**src/rtl/ram_fifo_ctrl_if.sv**
```systemverilog
// Stream and RAM-port bundle for ram_fifo_ctrl.
// The slave modport is the controller; the master modport is its environment
// (upstream producer, downstream consumer and the single-port RAM).
interface ram_fifo_ctrl_if #(
    parameter int unsigned WIDTH = 8,
    parameter int unsigned AW    = 3
);
    // Write stream
    logic             in_valid;
    logic             in_ready;
    logic [WIDTH-1:0] in_data;

    // Read stream
    logic             out_valid;
    logic             out_ready;
    logic [WIDTH-1:0] out_data;

    // RAM port
    logic             mem_wr;
    logic             mem_rd;
    logic [AW-1:0]    mem_add;
    logic [WIDTH-1:0] mem_data_in;
    logic [WIDTH-1:0] mem_data_out;

    modport slave (
        input  in_valid,
        input  in_data,
        output in_ready,
        output out_valid,
        output out_data,
        input  out_ready,
        output mem_wr,
        output mem_rd,
        output mem_add,
        output mem_data_in,
        input  mem_data_out
    );

    modport master (
        output in_valid,
        output in_data,
        input  in_ready,
        input  out_valid,
        input  out_data,
        output out_ready,
        input  mem_wr,
        input  mem_rd,
        input  mem_add,
        input  mem_data_in,
        output mem_data_out
    );
endinterface

```
**src/rtl/ram_fifo_ctrl.sv**
```systemverilog
// FIFO controller in front of a single-port, registered-read RAM.
// One RAM access per cycle; the RAM's 1-cycle read latency is absorbed by a
// 2-entry output buffer (ob0 is the head, ob1 the entry behind it).
module ram_fifo_ctrl #(
    parameter int unsigned DEPTH = 8,
    parameter int unsigned WIDTH = 8,
    localparam int unsigned AW   = $clog2(DEPTH)
) (
    input  logic            clk,
    input  logic            rst,
    ram_fifo_ctrl_if.slave  bus,
    output logic [AW:0]     count,
    output logic            full,
    output logic            empty
);

    localparam logic [AW:0] DepthCnt = (AW+1)'(DEPTH);

    // RAM-side bookkeeping
    logic [AW-1:0]    wr_ptr_q;
    logic [AW-1:0]    rd_ptr_q;
    logic [AW:0]      mem_count_q;
    logic             rd_pending_q;

    // Output buffer
    logic [1:0]       ob_count_q;
    logic [WIDTH-1:0] ob0_q;
    logic [WIDTH-1:0] ob1_q;

    // Decoded control
    logic             pop;
    logic [2:0]       occ;
    logic [2:0]       occ_after;
    logic             mem_has_data;
    logic             mem_has_room;
    logic             rd_ok;
    logic             wr_ok;
    logic             read_wins;
    logic             rd_fire;
    logic             wr_fire;

    // Arbitration between the write stream and buffer refill reads
    always_comb begin
        pop          = (ob_count_q != 2'd0) && bus.out_ready;
        // Entries already committed to the buffer, including a read in flight
        occ          = {1'b0, ob_count_q} + {2'b00, rd_pending_q};
        occ_after    = occ - {2'b00, pop};
        mem_has_data = (mem_count_q != '0);
        mem_has_room = (mem_count_q != DepthCnt);
        rd_ok        = mem_has_data && (occ_after < 3'd2);
        wr_ok        = bus.in_valid && mem_has_room;
        // An idle output side gets priority so the first entry drains quickly
        read_wins    = (occ == 3'd0);
        rd_fire      = !rst && rd_ok && !(wr_ok && !read_wins);
        wr_fire      = !rst && wr_ok && !rd_fire;
    end

    // Stream handshakes, RAM port drive and status flags
    always_comb begin
        bus.in_ready    = !rst && mem_has_room && !rd_fire;
        bus.mem_wr      = wr_fire;
        bus.mem_rd      = rd_fire;
        bus.mem_add     = wr_fire ? wr_ptr_q : rd_ptr_q;
        bus.mem_data_in = bus.in_data;
        bus.out_valid   = (ob_count_q != 2'd0);
        bus.out_data    = ob0_q;
        count           = mem_count_q;
        full            = (mem_count_q == DepthCnt);
        empty           = !mem_has_data && !rd_pending_q && (ob_count_q == 2'd0);
    end

    // RAM pointers, occupancy and read-in-flight flag
    always_ff @(posedge clk or posedge rst) begin
        if (rst) begin
            wr_ptr_q     <= '0;
            rd_ptr_q     <= '0;
            mem_count_q  <= '0;
            rd_pending_q <= 1'b0;
        end else begin
            if (wr_fire) begin
                wr_ptr_q    <= wr_ptr_q + 1'b1;
                mem_count_q <= mem_count_q + 1'b1;
            end else if (rd_fire) begin
                rd_ptr_q    <= rd_ptr_q + 1'b1;
                mem_count_q <= mem_count_q - 1'b1;
            end
            rd_pending_q <= rd_fire;
        end
    end

    // Output buffer: capture returning RAM data, shift on pop
    always_ff @(posedge clk or posedge rst) begin
        if (rst) begin
            ob_count_q <= 2'd0;
            ob0_q      <= '0;
            ob1_q      <= '0;
        end else begin
            unique case ({pop, rd_pending_q})
                2'b01: begin
                    // Fill only: append behind whatever is held
                    if (ob_count_q == 2'd0) begin
                        ob0_q <= bus.mem_data_out;
                    end else begin
                        ob1_q <= bus.mem_data_out;
                    end
                    ob_count_q <= ob_count_q + 2'd1;
                end
                2'b10: begin
                    // Pop only
                    ob0_q      <= ob1_q;
                    ob_count_q <= ob_count_q - 2'd1;
                end
                2'b11: begin
                    // Pop and fill together: occupancy unchanged, order kept
                    if (ob_count_q == 2'd1) begin
                        ob0_q <= bus.mem_data_out;
                    end else begin
                        ob0_q <= ob1_q;
                        ob1_q <= bus.mem_data_out;
                    end
                end
                default: begin
                end
            endcase
        end
    end

    // Structural invariants of the controller
    a_one_op: assert property (@(posedge clk) disable iff (rst) !(wr_fire && rd_fire));
    a_ob_cap: assert property (@(posedge clk) disable iff (rst) occ <= 3'd2);
    a_no_rd_empty: assert property (@(posedge clk) disable iff (rst) rd_fire |-> mem_has_data);

endmodule

```
**src/flat_wrapper.sv**
```systemverilog
// flat-port wrapper written by rule: the top's interface ports become plain ports
module ram_fifo_ctrl_flat 
#(
    parameter int unsigned DEPTH = 8,
    parameter int unsigned WIDTH = 8,
    localparam int unsigned AW   = $clog2(DEPTH)
)
  (clk, rst, count, full, empty, bus_in_valid, bus_in_data, bus_in_ready, bus_out_valid, bus_out_data, bus_out_ready, bus_mem_wr, bus_mem_rd, bus_mem_add, bus_mem_data_in, bus_mem_data_out);
  ram_fifo_ctrl_if #(.WIDTH(WIDTH)) bus_i ();
  input  logic clk;
  input  logic rst;
  output logic [AW:0] count;
  output logic full;
  output logic empty;
  input wire logic [$bits(bus_i.in_valid)-1:0] bus_in_valid;
  input wire logic [$bits(bus_i.in_data)-1:0] bus_in_data;
  output wire logic [$bits(bus_i.in_ready)-1:0] bus_in_ready;
  output wire logic [$bits(bus_i.out_valid)-1:0] bus_out_valid;
  output wire logic [$bits(bus_i.out_data)-1:0] bus_out_data;
  input wire logic [$bits(bus_i.out_ready)-1:0] bus_out_ready;
  output wire logic [$bits(bus_i.mem_wr)-1:0] bus_mem_wr;
  output wire logic [$bits(bus_i.mem_rd)-1:0] bus_mem_rd;
  output wire logic [$bits(bus_i.mem_add)-1:0] bus_mem_add;
  output wire logic [$bits(bus_i.mem_data_in)-1:0] bus_mem_data_in;
  input wire logic [$bits(bus_i.mem_data_out)-1:0] bus_mem_data_out;
  assign bus_i.in_valid = bus_in_valid;
  assign bus_i.in_data = bus_in_data;
  assign bus_in_ready = bus_i.in_ready;
  assign bus_out_valid = bus_i.out_valid;
  assign bus_out_data = bus_i.out_data;
  assign bus_i.out_ready = bus_out_ready;
  assign bus_mem_wr = bus_i.mem_wr;
  assign bus_mem_rd = bus_i.mem_rd;
  assign bus_mem_add = bus_i.mem_add;
  assign bus_mem_data_in = bus_i.mem_data_in;
  assign bus_i.mem_data_out = bus_mem_data_out;
  ram_fifo_ctrl #(.DEPTH(DEPTH), .WIDTH(WIDTH)) u_core (.clk(clk), .rst(rst), .bus(bus_i), .count(count), .full(full), .empty(empty));
endmodule
```
**config.mk**
```make
export PLATFORM = sky130hd
export DESIGN_NAME = ram_fifo_ctrl_flat
export DESIGN_NICKNAME = d
export VERILOG_FILES = /design/src/rtl/ram_fifo_ctrl_if.sv /design/src/rtl/ram_fifo_ctrl.sv /design/src/flat_wrapper.sv
export SDC_FILE = /design/constraint.sdc
export NUM_CORES = 1
export LEC_CHECK = 0
export CAP_MARGIN = 25
export CORE_ASPECT_RATIO = 0.75
export CORE_MARGIN = 3
export CORE_UTILIZATION = 46
export CTS_BUF_LIST = sky130_fd_sc_hd__clkbuf_4 sky130_fd_sc_hd__clkbuf_8 sky130_fd_sc_hd__clkbuf_16
export DETAILED_ROUTE_END_ITERATION = 10
export GPL_TIMING_DRIVEN = 0
export PLACE_DENSITY_LB_ADDON = 0.25
export SLEW_MARGIN = 20
export SYNTH_ARGS = -nofsm -noshare
export SYNTH_HDL_FRONTEND = slang
export SYNTH_SLANG_ARGS = --single-unit
```
**constraint.sdc**
```tcl
create_clock -name clk -period 3.1 [get_ports clk]
set_input_delay 0.31 -clock clk [delete_from_list [all_inputs] [get_ports clk]]
set_output_delay 0.31 -clock clk [all_outputs]
set_load 0.05 [all_outputs]
```
==> implementation parameters, run 1 <==
Parameter                              Value

Status
  Result of the run    complete, no violations

Critical path
  Startpoint of the most critical setup path    u_core.rd_pending_q
  Reg-to-reg startpoint    u_core.rd_pending_q
  Number of buffer and inverter stages on the critical path    3
  Critical path class    reg2out
  Largest stage delay on the critical path    0.52 ns
  Delay-heaviest family, CP    buffers and inverters
  Largest fanout on the critical path    8
  Endpoint class of the critical path    output pin
  Worst path arrival time    2.69 ns
  Ordered list of cells on the worst path    ha_1 -> ha_1 -> inv_1 -> ha_1 -> xor2_1 -> nor2_1 -> o211a_1 -> buf_6 -> nor3_1 -> clkdlybuf4s15_1
  Cell repeated most along the worst path    sky130_fd_sc_hd__ha_1
  CP Data Required Time    2.79 ns
  Cell with the largest stage delay on the worst path    sky130_fd_sc_hd__clkdlybuf4s15_1
  CP startpoint kind    flop

Die
  Starting density of the core    51.1%
  Core Rows    17
  Die area    0.00422 sq mm
  Chip height    57.0 microns
  Floorplan Core Area    0.00313 sq mm
  IO Count    49
  Die boundary width    74.0 microns

Yosys
  Synth warn    0
  Post-synthesis share of cell area spent on xor and xnor gates    5.49%
  Sequential fraction of the synthesis area    45.5%
  Leading post-synthesis cells by instance count    sky130_fd_sc_hd__dfrtp_1 (29), sky130_fd_sc_hd__nand2_1 (26), sky130_fd_sc_hd__ha_1 (12), sky130_fd_sc_hd__inv_1 (9)
  Share of synthesized area spent on multiplexers    8.23%
  Cell type contributing the most total cell area after synthesis    sky130_fd_sc_hd__dfrtp_1
  Compound-Gate Fraction of Synth Area    10.0%
  Post-Syn Nets    183
  Simple logic cell fraction of the synthesized area    12.4%
  Cell count after synthesis    150
  Largest family of logic cells by synthesized area    simple AND/OR/NAND/NOR gates
  Post-synth top flop    sky130_fd_sc_hd__dfrtp_1
  Async set-reset flop share out of synthesis    100%
  Average footprint of a synthesized cell    10.6 sq um
  Most repeated cell in the gate-level netlist after synthesis    sky130_fd_sc_hd__dfrtp_1
  Post-Synthesis Cell Area    0.00160 sq mm
  Share of synthesized cell area in full adder, half adder and majority cells    10.7%
  Number of enable flip-flop cells after synthesis    0
  Number of distinct standard cells referenced by the synthesized netlist    33
  Cell types with the largest area share after synthesis    sky130_fd_sc_hd__dfrtp_1 (45%), sky130_fd_sc_hd__ha_1 (9.4%), sky130_fd_sc_hd__nand2_1 (6.1%), sky130_fd_sc_hd__mux2_2 (5.6%), sky130_fd_sc_hd__a22oi_1 (3.8%)
  Fraction of synthesized cell area taken by the top area cell type    45.5%
  Number of register bits inferred by synthesis    29

Clocking
  CTS Buf Count    5
  H-tree levels    2
  Clock root buffer    sky130_fd_sc_hd__clkbuf_8
  TritonCTS clock tree    done
  Source-to-sink clock delay at the later pin of the worst-skew pair    0.28 ns
  Number of sinks driven by the clock tree    29
  CTS Buffer Depth    2
  Hold buffer count at cts    0
  Clock slew seen by the registers of the worst setup and hold paths    0.06 ns

Power and ir drop
  Overall power of the completed layout    2.80 mW
  Peak supply drop    0.880 mV
  Leakage    1.06 nW
  Power per standard cell area    1240 mW/mm^2

Placed design
  Cell area after placement    0.00209 sq mm
  Post-detail-place hpwl    2680 microns
  Quantity of I/O buffers inserted on ports    40
  Gpl congestion    0.780

GRT
  Antenna violations before repair    0
  Overflow left after global routing    0
  Busiest layer in global routing    met2
  Global-route wire length before repair    5750 microns
  Met3 track demand over resource in global routing    4.93%
  Tot GR Track Use    18.3%
  GR Util met2    29.3%
  Met1 Track Usage GR    22.5%
  Pin count of the biggest net entering global routing    20
  Via count of the first global-routing pass    1207

Timing
  Slew of the pin with the lowest slew margin    0.691 ns
  Fin crit share    96.6%
  Fin Clk Skew    0.00627 ns
  Max Fclk    334 MHz
  Setup violators final    0
  Final hold slack    0.472 ns
  Max-slew violation total from the final report    0
  Clock period minus worst slack    3.00 ns
  Final Hold Fails    0
  Worst-case headroom to the max-slew limit    53.6%

Job
  Number of max-cap violations    0

Detailed routing
  Number of DRC markers after the initial detailed-route iteration    97
  Detailed-route via count    1235
  DRC Markers    0
  Average wire per cell in the routed design    14.7 microns
  Antenna-violating nets left    0
  Final WL    3540 microns
  Post-detailed-route via-to-cell ratio    5.15
  Number of iterations in the first detailed-routing pass    6

Finish
  Multi-input combinational cell area    771 sq um
  Filler cells    220
  Final core utilization    71.9%
  Cell area after layout    0.00225 sq mm
  Count of inserted antenna diode cells    0
  Fraction of final layout cells with drive strength greater than 1    22.8%
  Final layout net count    234
  Register Area    727 sq um
  Growth of design area from synthesis to finish    40.8%

Hold path
  Class of the most critical hold timing path    in2async
[power breakdown]
group | switching [mW] | leakage, nW | internal [mW]
Combinational | 0.950 | 0.639 | 0.642
Sequential | 0.167 | 0.349 | 0.574
Clock | 0.144 | 0.0681 | 0.319
[repair_timing]
item / CTS / global route
pin swaps: 0 / 1
buffers inserted: 0 / 3
endpoints found under the setup margin: 7 / 6
resized for setup: 18 / 8
hold endpoints to repair: 0 / 0
[through the flow]
stage | cells | TNS (ns) | worst slack (ns)
after floorplan | 150 | -0.101 | -0.101
after global placement | 228 | -0.575 | -0.193
after detailed placement | 229 | -0.598 | -0.189
after CTS | 237 | -0.0302 | -0.0196
after global routing | 240 | -0.0446 | -0.0346
final | 240 | 0 | 0.104
[routing by layer]
layer	up-vias	routed length [microns]
li1	603	-
met1	587	1530
met2	39	1740
met3	6	188
met4	0	80
met5	-	0
[kinds of logic after synthesis]
family                     Yosys count
AOI/OAI and AO/OA                   25
xor gates and xnor gates            10
adders and majority gates           13
buffers and inverters               22
DFF                                 29
muxes                               11
and+or+nand+nor                     40
[layout by cell type (no fill, tap or decap), types with 3 or more instances in the layout]
| master | instances |
|---|---|
| sky130_fd_sc_hd__a22oi_1 | 8 |
| sky130_fd_sc_hd__buf_2 | 3 |
| sky130_fd_sc_hd__buf_4 | 11 |
| sky130_fd_sc_hd__clkbuf_8 | 5 |
| sky130_fd_sc_hd__clkdlybuf4s50_1 | 34 |
| sky130_fd_sc_hd__dfrtp_1 | 28 |
| sky130_fd_sc_hd__ha_1 | 11 |
| sky130_fd_sc_hd__inv_1 | 8 |
| sky130_fd_sc_hd__mux2_2 | 8 |
| sky130_fd_sc_hd__nand2_1 | 25 |
| sky130_fd_sc_hd__o21ai_0 | 7 |
| sky130_fd_sc_hd__o21ai_1 | 3 |
| sky130_fd_sc_hd__xnor2_1 | 6 |
| sky130_fd_sc_hd__xor2_1 | 4 |
[path summary, 6_finish.rpt]
path | cells past startpoint | end | slack (ns)
setup / recovery | 10 | bus_in_ready | 0.10
hold reg to reg | 1 | u_core.wr_ptr_q[2] | 0.47
hold / removal | 2 | u_core.bus.out_data[1] | 0.47
max in group asynchronous | 3 | u_core.rd_pending_q | 2.16
min in group clk | 1 | u_core.wr_ptr_q[2] | 0.47
setup reg to reg | 14 | u_core.count[3] | 0.15
[sequential cells by signal (all words and copies together) (netlist names)]
register	cells
u_core.bus.out_data	8
u_core.count	4
u_core.ob1_q	8
u_core.ob_count_q	2
u_core.rd_pending_q	1
u_core.rd_ptr_q	3
u_core.wr_ptr_q	3
[area by class of cell]
type	count	area share [%]
clock buffer	5	3.06
timing repair buffer	44	19.4
buffer	12	4.01
multi-input combinational	99	34.3
tap	38	2.11
sequential	29	32.3
inverter	10	1.95
clock inverter	3	2.89
[worst reg2reg max path, cell delays in order (launching register included)]
cell and delay (ns):
sky130_fd_sc_hd__dfrtp_2 0.45, sky130_fd_sc_hd__ha_1 0.20, sky130_fd_sc_hd__ha_1 0.29, sky130_fd_sc_hd__inv_1 0.05, sky130_fd_sc_hd__ha_1 0.19, sky130_fd_sc_hd__xor2_1 0.16
sky130_fd_sc_hd__nor4b_2 0.29, sky130_fd_sc_hd__or2_1 0.15, sky130_fd_sc_hd__buf_6 0.15, sky130_fd_sc_hd__ha_1 0.24, sky130_fd_sc_hd__a21o_1 0.20, sky130_fd_sc_hd__a21oi_2 0.17
sky130_fd_sc_hd__nor3_1 0.06, sky130_fd_sc_hd__a21oi_1 0.14, sky130_fd_sc_hd__xnor2_1 0.13
Power figures use the tool's default switching activity.
==> run 2: changes to the inputs <==
--- a/config.mk
+++ b/config.mk
@@ -12,7 +12,7 @@
 export CTS_BUF_LIST = sky130_fd_sc_hd__clkbuf_4 sky130_fd_sc_hd__clkbuf_8 sky130_fd_sc_hd__clkbuf_16
 export DETAILED_ROUTE_END_ITERATION = 10
 export GPL_TIMING_DRIVEN = 0
-export PLACE_DENSITY_LB_ADDON = 0.25
+export PLACE_DENSITY = 0.79
 export SLEW_MARGIN = 20
 export SYNTH_ARGS = -nofsm -noshare
 export SYNTH_HDL_FRONTEND = slang
==> implementation parameters, run 2 (same netlist as run 1, synthesis figures left out) <==
Parameter                              Value

GRT
  Via count of the first global-routing pass    1180
  Overflow left after global routing    0
  Met1 Track Usage GR    21.7%
  GR Util met2    27.0%
  Busiest layer in global routing    met2
  Antenna violations before repair    0
  Tot GR Track Use    16.6%
  Pin count of the biggest net entering global routing    30
  Met3 track demand over resource in global routing    4.93%
  Global-route wire length before repair    5430 microns

Clocking
  TritonCTS clock tree    done
  Hold buffer count at cts    0
  Number of sinks driven by the clock tree    29
  CTS Buffer Depth    2
  CTS Buf Count    5
  H-tree levels    2
  Clock slew seen by the registers of the worst setup and hold paths    0.06 ns
  Source-to-sink clock delay at the later pin of the worst-skew pair    0.27 ns
  Clock root buffer    sky130_fd_sc_hd__clkbuf_8

Hold path
  Class of the most critical hold timing path    reg2reg

Timing
  Clock period minus worst slack    2.92 ns
  Fin crit share    94.1%
  Final Hold Fails    0
  Final hold slack    0.472 ns
  Max-slew violation total from the final report    0
  Setup violators final    0
  Fin Clk Skew    0.00304 ns
  Worst-case headroom to the max-slew limit    61.0%
  Max Fclk    343 MHz
  RSZ-0062 raised after global routing    no
  Slew of the pin with the lowest slew margin    0.584 ns

Detailed routing
  Post-detailed-route via-to-cell ratio    4.95
  Number of iterations in the first detailed-routing pass    4
  Detailed-route via count    1173
  DRC Markers    0
  Antenna-violating nets left    0
  Average wire per cell in the routed design    13.7 microns
  Final WL    3250 microns
  Number of DRC markers after the initial detailed-route iteration    54

Critical path
  Cell with the largest stage delay on the worst path    sky130_fd_sc_hd__clkdlybuf4s15_1
  CP Data Required Time    2.79 ns
  Largest fanout on the critical path    8
  Ordered list of cells on the worst path    ha_1 -> ha_1 -> inv_1 -> ha_1 -> nand2b_1 -> nor2_1 -> o211a_1 -> buf_6 -> nor3_1 -> clkdlybuf4s15_1
  Endpoint class of the critical path    output pin
  Cell repeated most along the worst path    sky130_fd_sc_hd__ha_1
  Largest stage delay on the critical path    0.52 ns
  CP startpoint kind    flop
  Worst path arrival time    2.61 ns
  Critical path class    reg2out

Job
  Number of max-cap violations    0

Placed design
  Quantity of I/O buffers inserted on ports    40
  Post-detail-place hpwl    2500 microns
  Gpl congestion    0.765

Die
  Core Rows    17
  IO Count    49
  Floorplan Core Area    0.00313 sq mm
  Die area    0.00422 sq mm
  Starting density of the core    51.1%
  Die boundary width    74.0 microns
  Chip height    57.0 microns

Finish
  Fraction of final layout cells with drive strength greater than 1    22.6%
  Highest-count cells in the layout ignoring fill and taps    sky130_fd_sc_hd__clkdlybuf4s50_1 (34), sky130_fd_sc_hd__dfrtp_1 (28), sky130_fd_sc_hd__nand2_1 (25)
  Filler cells    241
  Growth of design area from synthesis to finish    37.5%
  Final core utilization    70.2%
  Final layout net count    232
  Register Area    727 sq um
  Multi-input combinational cell area    797 sq um
  Count of inserted antenna diode cells    0
  Most common library cell in the layout ignoring fill and taps    sky130_fd_sc_hd__clkdlybuf4s50_1

Power and ir drop
  Power per standard cell area    1200 mW/mm^2
  Peak supply drop    0.849 mV
  Leakage    1.03 nW
  Overall power of the completed layout    2.64 mW

Status
  Result of the run    complete, no violations
## run 2: timing repair
action                                  in CTS  in global routing
resized for setup                           20                  9
endpoints found under the setup margin       7                  6
buffers inserted                             0                  2
hold endpoints to repair                     0                  0
pin swaps                                    0                  2
## run 2: cell type report
type                       instances  share of cell area [%]
multi-input combinational         99                    36.3
sequential                        29                    33.1
timing repair buffer              42                    18.2
clock buffer                       7                    4.10
buffer                            12                    4.10
tap                               38                    2.17
inverter                          10                    1.99
## run 2: report_power, final
group	internal [mW]	total (mW)	leakage [nW]	switching, mW
combinational	0.649	1.60	0.629	0.953
clock	0.184	0.306	0.0477	0.122
sequential	0.574	0.735	0.349	0.161
total	1.41	2.64	1.03	1.24
## run 2: per-stage QoR
stage          instances   TNS, ns  cell area (sq um)  setup WS (ns)
2_1_floorplan        150    -0.101               1610         -0.101
3_3_place_gp         228    -0.615               2060         -0.203
3_5_place_dp         228    -0.935               2060         -0.261
4_1_cts              235  -0.00988               2150       -0.00988
5_1_grt              237         0               2200        0.00719
6_report             237         0               2200          0.183
## run 2: critical path, delay by kind of cell, from the launching register on
kind / cells / cell delay [ns]
buffers and inverters: 3 / 0.69
flip-flops: 1 / 0.41
adder cells (fa/ha/maj): 3 / 0.78
AO/OA/AOI/OAI: 1 / 0.13
AND/OR/NAND/NOR: 3 / 0.32
## run 2: final timing paths
check                                       to  slack [ns]  cells after the start            startpoint
max                               bus_in_ready        0.18                     10  u_core.ob_count_q[0]
min                         u_core.wr_ptr_q[2]        0.47                      1    u_core.wr_ptr_q[2]
max reg2reg                    u_core.count[3]        0.19                     14  u_core.ob_count_q[0]
min reg2reg                 u_core.wr_ptr_q[2]        0.47                      1    u_core.wr_ptr_q[2]
max in group asynchronous  u_core.rd_pending_q        2.17                      2                   rst
min in group asynchronous      u_core.count[3]        0.52                      2                   rst
## run 2: routing by layer
layer  routed length (microns)  part of all wire [%]
met5                         0                     0
met4                        11                  0.34
met3                       208                   6.4
met2                      1560                    48
met1                      1470                    45
